File: config.mk
export PLATFORM = sky130hd
export DESIGN_NAME = ball_motion_flat
export DESIGN_NICKNAME = d
export VERILOG_FILES = /design/src/rtl/game_pkg.sv /design/src/rtl/ball_motion_if.sv /design/src/rtl/ball_motion_tick_divider.sv /design/src/rtl/ball_motion.sv /design/src/flat_wrapper.sv
export SDC_FILE = /design/constraint.sdc
export NUM_CORES = 1
export LEC_CHECK = 0
export CORE_UTILIZATION = 48
export CTS_CLUSTER_SIZE = 40
export DETAILED_ROUTE_END_ITERATION = 10
export DONT_BUFFER_PORTS = 1
export PLACE_DENSITY = 0.66
export SYNTH_ARGS = -nofsm -noshare
export SYNTH_HDL_FRONTEND = slang
export SYNTH_SLANG_ARGS = --single-unit
File: constraint.sdc
create_clock -name iCLK -period 2.7 [get_ports iCLK]
set_clock_uncertainty 0.1 [all_clocks]
set_input_delay 0.27 -clock iCLK [delete_from_list [all_inputs] [get_ports iCLK]]
set_output_delay 0.27 -clock iCLK [all_outputs]
set_load 0.02 [all_outputs]
File: src/rtl/game_pkg.sv
// rtl/game_pkg.sv - shared game constants, state encoding and axis step helper
package game_pkg;

    typedef enum logic [1:0] {
        IDLE = 2'd0,
        RUN  = 2'd1,
        MISS = 2'd2,
        OVER = 2'd3
    } state_t;

    localparam int H_RES  = 640;
    localparam int V_RES  = 480;
    localparam int BALL_R = 10;

    localparam logic [9:0] X_MIN         = 10'(BALL_R);
    localparam logic [9:0] X_MAX         = 10'(H_RES - BALL_R);
    localparam logic [9:0] Y_MIN         = 10'(BALL_R);
    localparam logic [9:0] Y_MAX_DEFAULT = 10'(V_RES - BALL_R);

    localparam int CRASH_LEFT  = 3;
    localparam int CRASH_RIGHT = 2;
    localparam int CRASH_UP    = 1;
    localparam int CRASH_DOWN  = 0;

    localparam logic [1:0] DIR_INIT = 2'b10;

    // One-pixel move toward inc, saturating at [lo,hi] so the 10-bit value never wraps.
    function automatic logic [9:0] step_axis(input logic [9:0] pos, input logic inc,
                                             input logic [9:0] lo, input logic [9:0] hi);
        if (inc)
            return (pos >= hi) ? hi : pos + 10'd1;
        else
            return (pos <= lo) ? lo : pos - 10'd1;
    endfunction

endpackage

File: src/rtl/ball_motion_if.sv
// rtl/ball_motion_if.sv - frame/crash/control inputs and ball state outputs of ball_motion
interface ball_motion_if;
    logic       iFrame_tick;
    logic [3:0] iCrash;
    logic       iStart;
    logic       iPause;
    logic [9:0] oBall_x;
    logic [9:0] oBall_y;
    logic [1:0] oDir;
    logic [1:0] oLives;
    logic [1:0] oState;
    logic       oBounce;
    logic       oMiss;

    modport master (
        output iFrame_tick, iCrash, iStart, iPause,
        input  oBall_x, oBall_y, oDir, oLives, oState, oBounce, oMiss
    );

    modport slave (
        input  iFrame_tick, iCrash, iStart, iPause,
        output oBall_x, oBall_y, oDir, oLives, oState, oBounce, oMiss
    );
endinterface

File: src/rtl/ball_motion_tick_divider.sv
// rtl/ball_motion_tick_divider.sv - frame tick divider producing the one-pixel step enable
module tick_divider #(
    parameter int SPEED_DIV = 1
) (
    input  logic i_clk,
    input  logic i_rst_n,
    input  logic i_en,
    input  logic i_clr,
    input  logic i_tick,
    input  logic i_pause,
    output logic o_step
);
    logic [3:0] r_div;
    logic       w_at_end;
    logic       w_count;

    assign w_at_end = (r_div == 4'(SPEED_DIV - 1));
    assign w_count  = i_en & i_tick & ~i_pause;
    assign o_step   = w_count & w_at_end;

    always_ff @(posedge i_clk or negedge i_rst_n) begin
        if (!i_rst_n)
            r_div <= '0;
        else if (i_clr)
            r_div <= '0;
        else if (w_count)
            r_div <= w_at_end ? 4'd0 : r_div + 4'd1;
    end
endmodule

File: src/rtl/ball_motion.sv
// rtl/ball_motion.sv - ball trajectory, reflection, miss detection and serve/miss/game-over sequencing
import game_pkg::*;

module ball_motion #(
    parameter int X_INIT      = 320,
    parameter int Y_INIT      = 240,
    parameter int Y_MAX       = 470,
    parameter int SPEED_DIV   = 1,
    parameter int HOLD_FRAMES = 60,
    parameter int LIVES       = 3
) (
    input  logic          iCLK,
    input  logic          iRST_N,
    ball_motion_if.slave  bus
);
    localparam logic [9:0] X_INIT_V = 10'(X_INIT);
    localparam logic [9:0] Y_INIT_V = 10'(Y_INIT);
    localparam logic [9:0] Y_MISS_V = 10'(Y_MAX);
    localparam logic [1:0] LIVES_V  = 2'(LIVES);
    localparam logic [7:0] HOLD_END = 8'(HOLD_FRAMES - 1);

    state_t     r_state, w_state;
    logic [9:0] r_x, w_x, r_y, w_y;
    logic [1:0] r_dir, w_dir, r_lives, w_lives;
    logic [7:0] r_hold, w_hold;
    logic       r_bounce, w_bounce, r_miss, w_miss;

    logic       w_step, w_div_clr;
    logic       w_left, w_right, w_up, w_down;
    logic       w_dx, w_dy, w_hit_miss;
    logic [9:0] w_nx, w_ny;

    tick_divider #(.SPEED_DIV(SPEED_DIV)) u_div (
        .i_clk   (iCLK),
        .i_rst_n (iRST_N),
        .i_en    (r_state == RUN),
        .i_clr   (w_div_clr),
        .i_tick  (bus.iFrame_tick),
        .i_pause (bus.iPause),
        .o_step  (w_step)
    );

    assign w_left  = bus.iCrash[CRASH_LEFT];
    assign w_right = bus.iCrash[CRASH_RIGHT];
    assign w_up    = bus.iCrash[CRASH_UP];
    assign w_down  = bus.iCrash[CRASH_DOWN];

    assign w_hit_miss = w_down && (r_y >= Y_MISS_V);

    // Direction resolves first, so a wall hit moves the ball away from the wall on the same step.
    assign w_dx = (w_left && !w_right) ? 1'b1 : (w_right && !w_left) ? 1'b0 : r_dir[1];
    assign w_dy = (w_up && !w_down)    ? 1'b1 : (w_down && !w_up)    ? 1'b0 : r_dir[0];
    assign w_nx = (w_left && w_right) ? r_x : step_axis(r_x, w_dx, X_MIN, X_MAX);
    assign w_ny = (w_up && w_down)    ? r_y : step_axis(r_y, w_dy, Y_MIN, Y_MAX_DEFAULT);

    always_comb begin
        w_state   = r_state;
        w_x       = r_x;
        w_y       = r_y;
        w_dir     = r_dir;
        w_lives   = r_lives;
        w_hold    = r_hold;
        w_bounce  = 1'b0;
        w_miss    = 1'b0;
        w_div_clr = 1'b0;
        case (r_state)
            IDLE: begin
                if (bus.iStart) begin
                    w_state   = RUN;
                    w_div_clr = 1'b1;
                end
            end
            RUN: begin
                if (w_step) begin
                    if (w_hit_miss) begin
                        w_lives = r_lives - 2'd1;
                        w_miss  = 1'b1;
                        w_hold  = '0;
                        w_state = (r_lives == 2'd1) ? OVER : MISS;
                    end else begin
                        w_x      = w_nx;
                        w_y      = w_ny;
                        w_dir    = {w_dx, w_dy};
                        w_bounce = ({w_dx, w_dy} != r_dir);
                    end
                end
            end
            MISS: begin
                if (bus.iFrame_tick) begin
                    if (r_hold == HOLD_END) begin
                        w_hold  = '0;
                        w_x     = X_INIT_V;
                        w_y     = Y_INIT_V;
                        w_dir   = DIR_INIT;
                        w_state = IDLE;
                    end else begin
                        w_hold = r_hold + 8'd1;
                    end
                end
            end
            OVER: begin
                if (bus.iStart) begin
                    w_lives = LIVES_V;
                    w_x     = X_INIT_V;
                    w_y     = Y_INIT_V;
                    w_dir   = DIR_INIT;
                    w_state = IDLE;
                end
            end
            default: w_state = IDLE;
        endcase
    end

    always_ff @(posedge iCLK or negedge iRST_N) begin
        if (!iRST_N) begin
            r_state  <= IDLE;
            r_x      <= X_INIT_V;
            r_y      <= Y_INIT_V;
            r_dir    <= DIR_INIT;
            r_lives  <= LIVES_V;
            r_hold   <= '0;
            r_bounce <= 1'b0;
            r_miss   <= 1'b0;
        end else begin
            r_state  <= w_state;
            r_x      <= w_x;
            r_y      <= w_y;
            r_dir    <= w_dir;
            r_lives  <= w_lives;
            r_hold   <= w_hold;
            r_bounce <= w_bounce;
            r_miss   <= w_miss;
        end
    end

    assign bus.oBall_x = r_x;
    assign bus.oBall_y = r_y;
    assign bus.oDir    = r_dir;
    assign bus.oLives  = r_lives;
    assign bus.oState  = r_state;
    assign bus.oBounce = r_bounce;
    assign bus.oMiss   = r_miss;
endmodule

File: src/flat_wrapper.sv
// flat-port wrapper written by rule: the top's interface ports become plain ports
module ball_motion_flat 
#(
    parameter int X_INIT      = 320,
    parameter int Y_INIT      = 240,
    parameter int Y_MAX       = 470,
    parameter int SPEED_DIV   = 1,
    parameter int HOLD_FRAMES = 60,
    parameter int LIVES       = 3
)
  (iCLK, iRST_N, bus_iFrame_tick, bus_iCrash, bus_iStart, bus_iPause, bus_oBall_x, bus_oBall_y, bus_oDir, bus_oLives, bus_oState, bus_oBounce, bus_oMiss);
  ball_motion_if bus_i ();
  input  logic iCLK;
  input  logic iRST_N;
  input wire logic [$bits(bus_i.iFrame_tick)-1:0] bus_iFrame_tick;
  input wire logic [$bits(bus_i.iCrash)-1:0] bus_iCrash;
  input wire logic [$bits(bus_i.iStart)-1:0] bus_iStart;
  input wire logic [$bits(bus_i.iPause)-1:0] bus_iPause;
  output wire logic [$bits(bus_i.oBall_x)-1:0] bus_oBall_x;
  output wire logic [$bits(bus_i.oBall_y)-1:0] bus_oBall_y;
  output wire logic [$bits(bus_i.oDir)-1:0] bus_oDir;
  output wire logic [$bits(bus_i.oLives)-1:0] bus_oLives;
  output wire logic [$bits(bus_i.oState)-1:0] bus_oState;
  output wire logic [$bits(bus_i.oBounce)-1:0] bus_oBounce;
  output wire logic [$bits(bus_i.oMiss)-1:0] bus_oMiss;
  assign bus_i.iFrame_tick = bus_iFrame_tick;
  assign bus_i.iCrash = bus_iCrash;
  assign bus_i.iStart = bus_iStart;
  assign bus_i.iPause = bus_iPause;
  assign bus_oBall_x = bus_i.oBall_x;
  assign bus_oBall_y = bus_i.oBall_y;
  assign bus_oDir = bus_i.oDir;
  assign bus_oLives = bus_i.oLives;
  assign bus_oState = bus_i.oState;
  assign bus_oBounce = bus_i.oBounce;
  assign bus_oMiss = bus_i.oMiss;
  ball_motion #(.X_INIT(X_INIT), .Y_INIT(Y_INIT), .Y_MAX(Y_MAX), .SPEED_DIV(SPEED_DIV), .HOLD_FRAMES(HOLD_FRAMES), .LIVES(LIVES)) u_core (.iCLK(iCLK), .iRST_N(iRST_N), .bus(bus_i));
endmodule
== Yosys cells after proc, flatten, opt, wreduce, memory -nomap -nowiden ==
Cells that the tools add are included.

* Register bits after elaboration: 40
* Output and inout bits: 28
* Logic and storage cells: 120
* Input bits: 9

* Order comparisons: 4
* Reductions and logical operators: 23
* Add/sub/neg operators: 7
* Bitwise operators: 4
* Equal/unequal tests: 15
* Multiplexer cells: 58

{| class="wikitable"
|+ Operators by type and width
! kind !! number
|-
| two-way mux 10 bit || 18
|-
| case mux 10 bit (3 select lines) || 2
|-
| two-way mux 8 bit || 4
|-
| two-way mux 2 bit || 14
|-
| adder 10 x 1 -> 10 bit, second input constant || 2
|-
| <= comparator 10 x 4 -> 1 bit, second input constant || 2
|-
| subtractor 10 x 1 -> 10 bit, second input constant || 2
|-
| case mux 8 bit (2 select lines) || 1
|-
| AND reduction 7 bit || 2
|-
| two-way mux 1 bit || 13
|-
| two-way mux 4 bit || 3
|-
| != test 2 bit, second input constant || 6
|-
| AND reduction 6 bit || 2
|-
| greater-or-equal comparator 10 bit, second input constant || 1
|-
| greater-or-equal comparator 10 x 9 -> 1 bit, second input constant || 1
|-
| adder 8 x 1 -> 8 bit, second input constant || 1
|-
| equality test 8 x 6 -> 1 bit, second input constant || 1
|-
| case mux 2 bit (4 select lines) || 1
|-
| AND reduction 4 bit || 2
|-
| logical AND 1 bit || 7
|-
| != test 2 x 1 -> 1 bit, second input constant || 3
|-
| case mux 2 bit (3 select lines) || 1
|-
| nonzero test 2 bit || 3
|-
| adder 4 x 1 -> 4 bit, second input constant || 1
|-
| 11 further kinds || 18
|}

== Logic depth before layout (Yosys ltp) ==
* Depth in word-level cells: 9
* Gate-level depth with buffers: 9
* Depth with buffers taken out: 8

== Hierarchy ==
From an unflattened synthesis, not the netlist that was laid out.

* Cell total of the unflattened synthesis: 370
* Area total of the unflattened synthesis: 3,150.5 um2

{| class="wikitable"
|+ Modules (own cells, without submodules)
! module !! cells each !! sequential area each (um2) !! instances !! area an instance (um2)
|-
| ball_motion || 345 || 912.1 || 1 || 2,904.0
|-
| tick_divider || 25 || 100.1 || 1 || 246.5
|}

== Worst setup path before layout ==
OpenSTA, ideal clock, no wires.

* Path kind: reg-to-reg
* Start: register u_core.r_x[5] (netlist: u_core.bus.oBall_x[5])
* End: register u_core.r_x[2] (netlist: u_core.bus.oBall_x[2])
* Arrival time: 2.146 ns
* Path slack: 0.332 ns
* Library setup time: 0.121 ns
* Data required time: 2.479 ns
* Path buffers: 2
* Stages on the path, launching flop included: 9
* Period minus slack after synthesis: 2.368 ns
* Cells stage by stage: dfrtp_1 -> clkbuf_1 -> or3_4 -> or4_4 -> buf_6 -> or2_4 -> a21oi_1 -> a311oi_1 -> o22a_1

* Cells in the longest elaborated chain, start to end: 7
* Elaborated cells on any way between the ends: 9
* Those cells by class: order compare: 2; mux: 7

{| class="wikitable"
|+ Ends and longest elaborated chain
! item !! RTL line !! RTL
|-
| from (decl) || ball_motion.sv:23 || <nowiki>logic [9:0] r_x, w_x, r_y, w_y;</nowiki>
|-
| from (signal assigned) || ball_motion.sv:126 || <nowiki>r_x <= w_x;</nowiki>
|-
| <= comparator 10 x 4 -> 1 bit or greater-or-equal comparator 10 bit (tied branches) || game_pkg.sv:33, game_pkg.sv:31 ||
|-
| two-way mux 10 bit (on tied branches) || game_pkg.sv:33, game_pkg.sv:31 ||
|-
| two-way mux 10 bit * || game_pkg.sv:30 || <nowiki>if (inc)</nowiki>
|-
| two-way mux 10 bit * || ball_motion.sv:53 || <nowiki>assign w_nx = (w_left && w_right) ? r_x : step_axis(r_x, w_dx, X_MIN, X_MAX);</nowiki>
|-
| two-way mux 10 bit * || ball_motion.sv:75 || <nowiki>if (w_hit_miss) begin</nowiki>
|-
| two-way mux 10 bit * || ball_motion.sv:74 || <nowiki>if (w_step) begin</nowiki>
|-
| case mux 10 bit (3 select lines) * || ball_motion.sv:66 || <nowiki>case (r_state)</nowiki>
|}

Every way passes the cells marked *; elsewhere a longest branch is shown, timed or not. The select of a mux whose other input is x is not followed.
A chain may end at the register's enable or synchronous reset.

== Final worst setup path ==
* Start: register u_core.r_y[6] (netlist: u_core.bus.oBall_y[6])
* End: register u_core.r_x[3] (netlist: u_core.bus.oBall_x[3])

* Cells in the longest elaborated chain, start to end: 4

{| class="wikitable"
|+ Ends and longest elaborated chain
! item !! RTL line !! RTL
|-
| from (decl) || ball_motion.sv:23 ||
|-
| from (signal assigned) || ball_motion.sv:127 || <nowiki>r_y <= w_y;</nowiki>
|-
| greater-or-equal comparator 10 x 9 -> 1 bit || ball_motion.sv:48 || <nowiki>assign w_hit_miss = w_down && (r_y >= Y_MISS_V);</nowiki>
|-
| logical AND 1 bit || ball_motion.sv:48 ||
|-
| != test 2 bit (no source line) || n/a ||
|-
| AND reduction 7 bit (no source line) || n/a ||
|}

Every way passes these cells.

==> flow_metrics.py <==
metrics = {
    "outcome": {
        "status": "completed",
    },
    "power_and_ir_drop": {
        "vdd_drop_max_v": 0.0004735,
        "power.density_nw_per_um2": 1128,
        "power_leakage_nw": 1.341,
        "finalPower_mw": 3.743,
    },
    "critical_path": {
        "critPathTopFamily": "compound AO/OA/AOI/OAI gates",
        "path_cells": "nand4_1 > o21ai_0 > nand3_1 > o211ai_1 > buf_4 > nor2_1 > o22a_1",
        "max_stage_delay_ps": 680,
        "start_kind": "flop",
        "crit_arrival_ps": 2520,
        "worstPathRequired_ps": 2790,
        "cp_num_buf_inv": 1,
        "path_class": "reg2reg",
        "slowest_stage": "dfstp_2",
        "critPathCaptureType": "flop",
        "cp_max_fo": 20,
    },
    "cells_and_area": {
        "final.fill_count": 543,
        "area_growth_syn_to_layout_pct": 9.451,
        "postLayoutCoreUtil_pct": 55.39,
        "diodes": 0,
        "multi_input_area_um2": 1851,
        "layout-drive-gt1-share_pct": 14.47,
        "final_nets": 405,
        "seqCellArea_um2": 1012,
    },
    "grt": {
        "grt_pass1_wl_um": 12840,
        "grt_pass1_vias": 2624,
        "grt-ovfl-total": 0,
        "grt_max_degree": 41,
        "antenna_found_initial": 0,
        "grt_usage_pct": 24.94,
    },
    "cts": {
        "cts_sinks": 40,
        "cts_tree": "yes",
        "postCtsSetupBuffers": 0,
        "worstSkewPairLatency_ps": 300,
        "root_buffer": "clkbuf_8",
        "h-tree-depth": 2,
        "clkTransAtPathRegs_ps": 80,
        "clock_path_buffers": 2,
        "cts_buffers": 5,
    },
    "floorplanning": {
        "rows": 28,
        "dieArea_um2": 6637,
        "initial_utilization_pct": 50.61,
        "num_io_pins": 37,
        "die_x_um": 81.47,
        "coreArea_um2": 5991,
        "die_h_um": 81.47,
    },
    "timing": {
        "fin_setup_tns_ps": 0,
        "layout_min_cycle_time_ps": 2431,
        "relSlewSlack_pct": 55.16,
        "hold_viol": 0,
        "setup_violations": 0,
        "tightest_slew_ps": 672.5,
        "slew_violations": 0,
        "fmax_ghz": 0.4114,
        "setup_slack_ps": 269.4,
        "post-route-period-util_pct": 90.02,
        "rsz0062_at_grt": "false",
    },
    "detailed_routing": {
        "route.vias.total": 2878,
        "drtAntennaViolNets": 0,
        "wl_per_cell_um": 16.73,
        "drc": 0,
        "wl_um": 7728,
        "firstDrtPassIters": 4,
        "drtIter0Drc": 189,
        "viasPerCell": 6.229,
    },
    "yosys": {
        "synth_cell_types": 62,
        "synth_edf_count": 0,
        "avgSynthCellArea_um2": 7.957,
        "synthCells": 381,
        "synth_seq_area_share_pct": 33.39,
        "synth_area_um2": 3032,
        "yosysWarningCount": 0,
        "syn-num-nets": 400,
        "ys.flop_type": "dfrtp_1",
        "ys_ff_latch": 40,
        "async_reset_ff_share_pct": 100.0,
    },
    "placed_design": {
        "place_congestion": 0.8592,
        "port_buffers": 0,
        "preCtsSetupSlack_ps": 85.13,
        "dp_hpwl_um": 5495,
    },
    "worst_hold_path": {
        "hp-class": "in2reg",
    },
    "run": {
        "drv_cap": 0,
    },
}
==> per-layer routing <==
layer	wire, um	vias to the layer above	part of all wire (%)	GRT usage, %
li1	-	1413	-	-
met2	3527	81	46	39.42
met3	447	13	5.8	5.000
met5	0	-	0	0
met1	3643	1371	47	34.39
met4	110	0	1.4	6.786
==> cells by family (layout without fill, tap and decap cells) <==
family                     count (synthesis)  after routing  synth area share [%]
buffers and inverters                     40             46                 5.984
xor gates and xnor gates                   9              9                 2.600
AOI/OAI and AO/OA                        127            127                 27.69
adders and majority gates                 10             10                 4.127
and+or+nand+nor                          155            155                 26.21
DFF                                       40             40                 33.39
==> cell type report <==
type,instances,area share (%)
inverters,13,1.471
repair buffers,25,6.184
clock inverters,2,1.056
flip-flops and latches,40,30.51
multi-input cells,301,55.77
clock buffers,6,2.187
well taps,75,2.828
==> Yosys cell counts, types with 3 or more instances <==
master	number	share of area, %
a211oi_1	4	0.99
a21boi_0	3	0.74
a21o_1	5	1.2
a21oi_1	30	5.0
a311oi_1	4	1.2
a31oi_1	3	0.62
and2_1	3	0.62
and3_1	3	0.62
buf_2	5	0.83
buf_6	3	1.1
clkbuf_1	15	1.9
dfrtp_1	31	26
dfstp_2	9	7.8
ha_1	10	4.1
inv_1	12	1.5
nand2_1	36	4.5
nand2b_1	7	1.4
nand3_1	13	2.1
nand4_1	9	1.9
nor2_1	40	5.0
nor2b_1	8	1.7
nor3_1	13	2.1
nor4_1	6	1.2
o21a_1	6	1.5
o21ai_0	29	4.8
o21ai_1	3	0.50
o22a_1	6	1.7
o22ai_1	4	0.83
o31ai_1	10	2.5
xnor2_1	4	1.2
xor2_1	5	1.4
==> state kept, by name, summed over array words and instances, names as in the netlist <==
name and flops:
u_core.bus.oBall_x 10, u_core.bus.oBall_y 10, u_core.r_hold 8, u_core.u_div.r_div 4, u_core.bus.oDir 2, u_core.bus.oLives 2
u_core.bus.oState 2, u_core.bus.oBounce 1, u_core.bus.oMiss 1
==> metrics by stage <==
step	hold slack, ps	instance area [um2]	std cells
2_1_floorplan	-125.6	3032	381
3_5_place_dp	-124.5	3158	451
4_1_cts	51.91	3306	462
5_1_grt	60.73	3318	462
3_3_place_gp	-124.5	3158	451
6_report	51.45	3318	462
==> power breakdown <==
group          internal [mW]  switching (mW)  total (mW)
Clock                  0.275           0.227       0.502
Combinational          0.796            1.28        2.08
Sequential             0.826           0.339        1.17
Total                   1.90            1.85        3.74
==> repair_timing <==
| item | 4_1_cts | 5_1_grt |
|---|---|---|
| resized for setup | 0 | 3 |
| setup endpoints to repair | 0 | 15 |
| hold buffers | 3 | 0 |
| hold endpoints to repair | 41 | 0 |
==> final timing paths <==
| check | startpoint | end | slack, ps | depth (start not counted) |
|---|---|---|---|---|
| setup / recovery | u_core.bus.oBall_y[6] | u_core.bus.oBall_x[3] | 270 | 7 |
| hold / removal | bus_iStart | u_core.bus.oState[0] | 50 | 2 |
| setup reg to reg | u_core.bus.oBall_y[6] | u_core.bus.oBall_x[3] | 270 | 7 |
| hold reg to reg | u_core.r_hold[7] | u_core.r_hold[7] | 400 | 1 |
| max in group asynchronous | iRST_N | u_core.bus.oLives[0] | 1900 | 2 |
| min in group asynchronous | iRST_N | u_core.r_hold[5] | 320 | 2 |
==> cells in the final DEF (no fill, tap or decap), types with 6 or more instances in the layout <==
cell type	netlist	layout
buf_4	0	22
nor3_1	13	13
nor4_1	6	6
inv_1	12	12
nand2b_1	7	7
nand4_1	9	9
nor2b_1	8	8
o21ai_0	29	29
nand2_1	36	36
dfrtp_1	31	31
o22a_1	6	6
ha_1	10	10
o21a_1	6	6
dfstp_2	9	9
nand3_1	13	13
o31ai_1	10	10
a21oi_1	30	29
nor2_1	40	40
No activity file was read; power rests on OpenSTA's default activity.
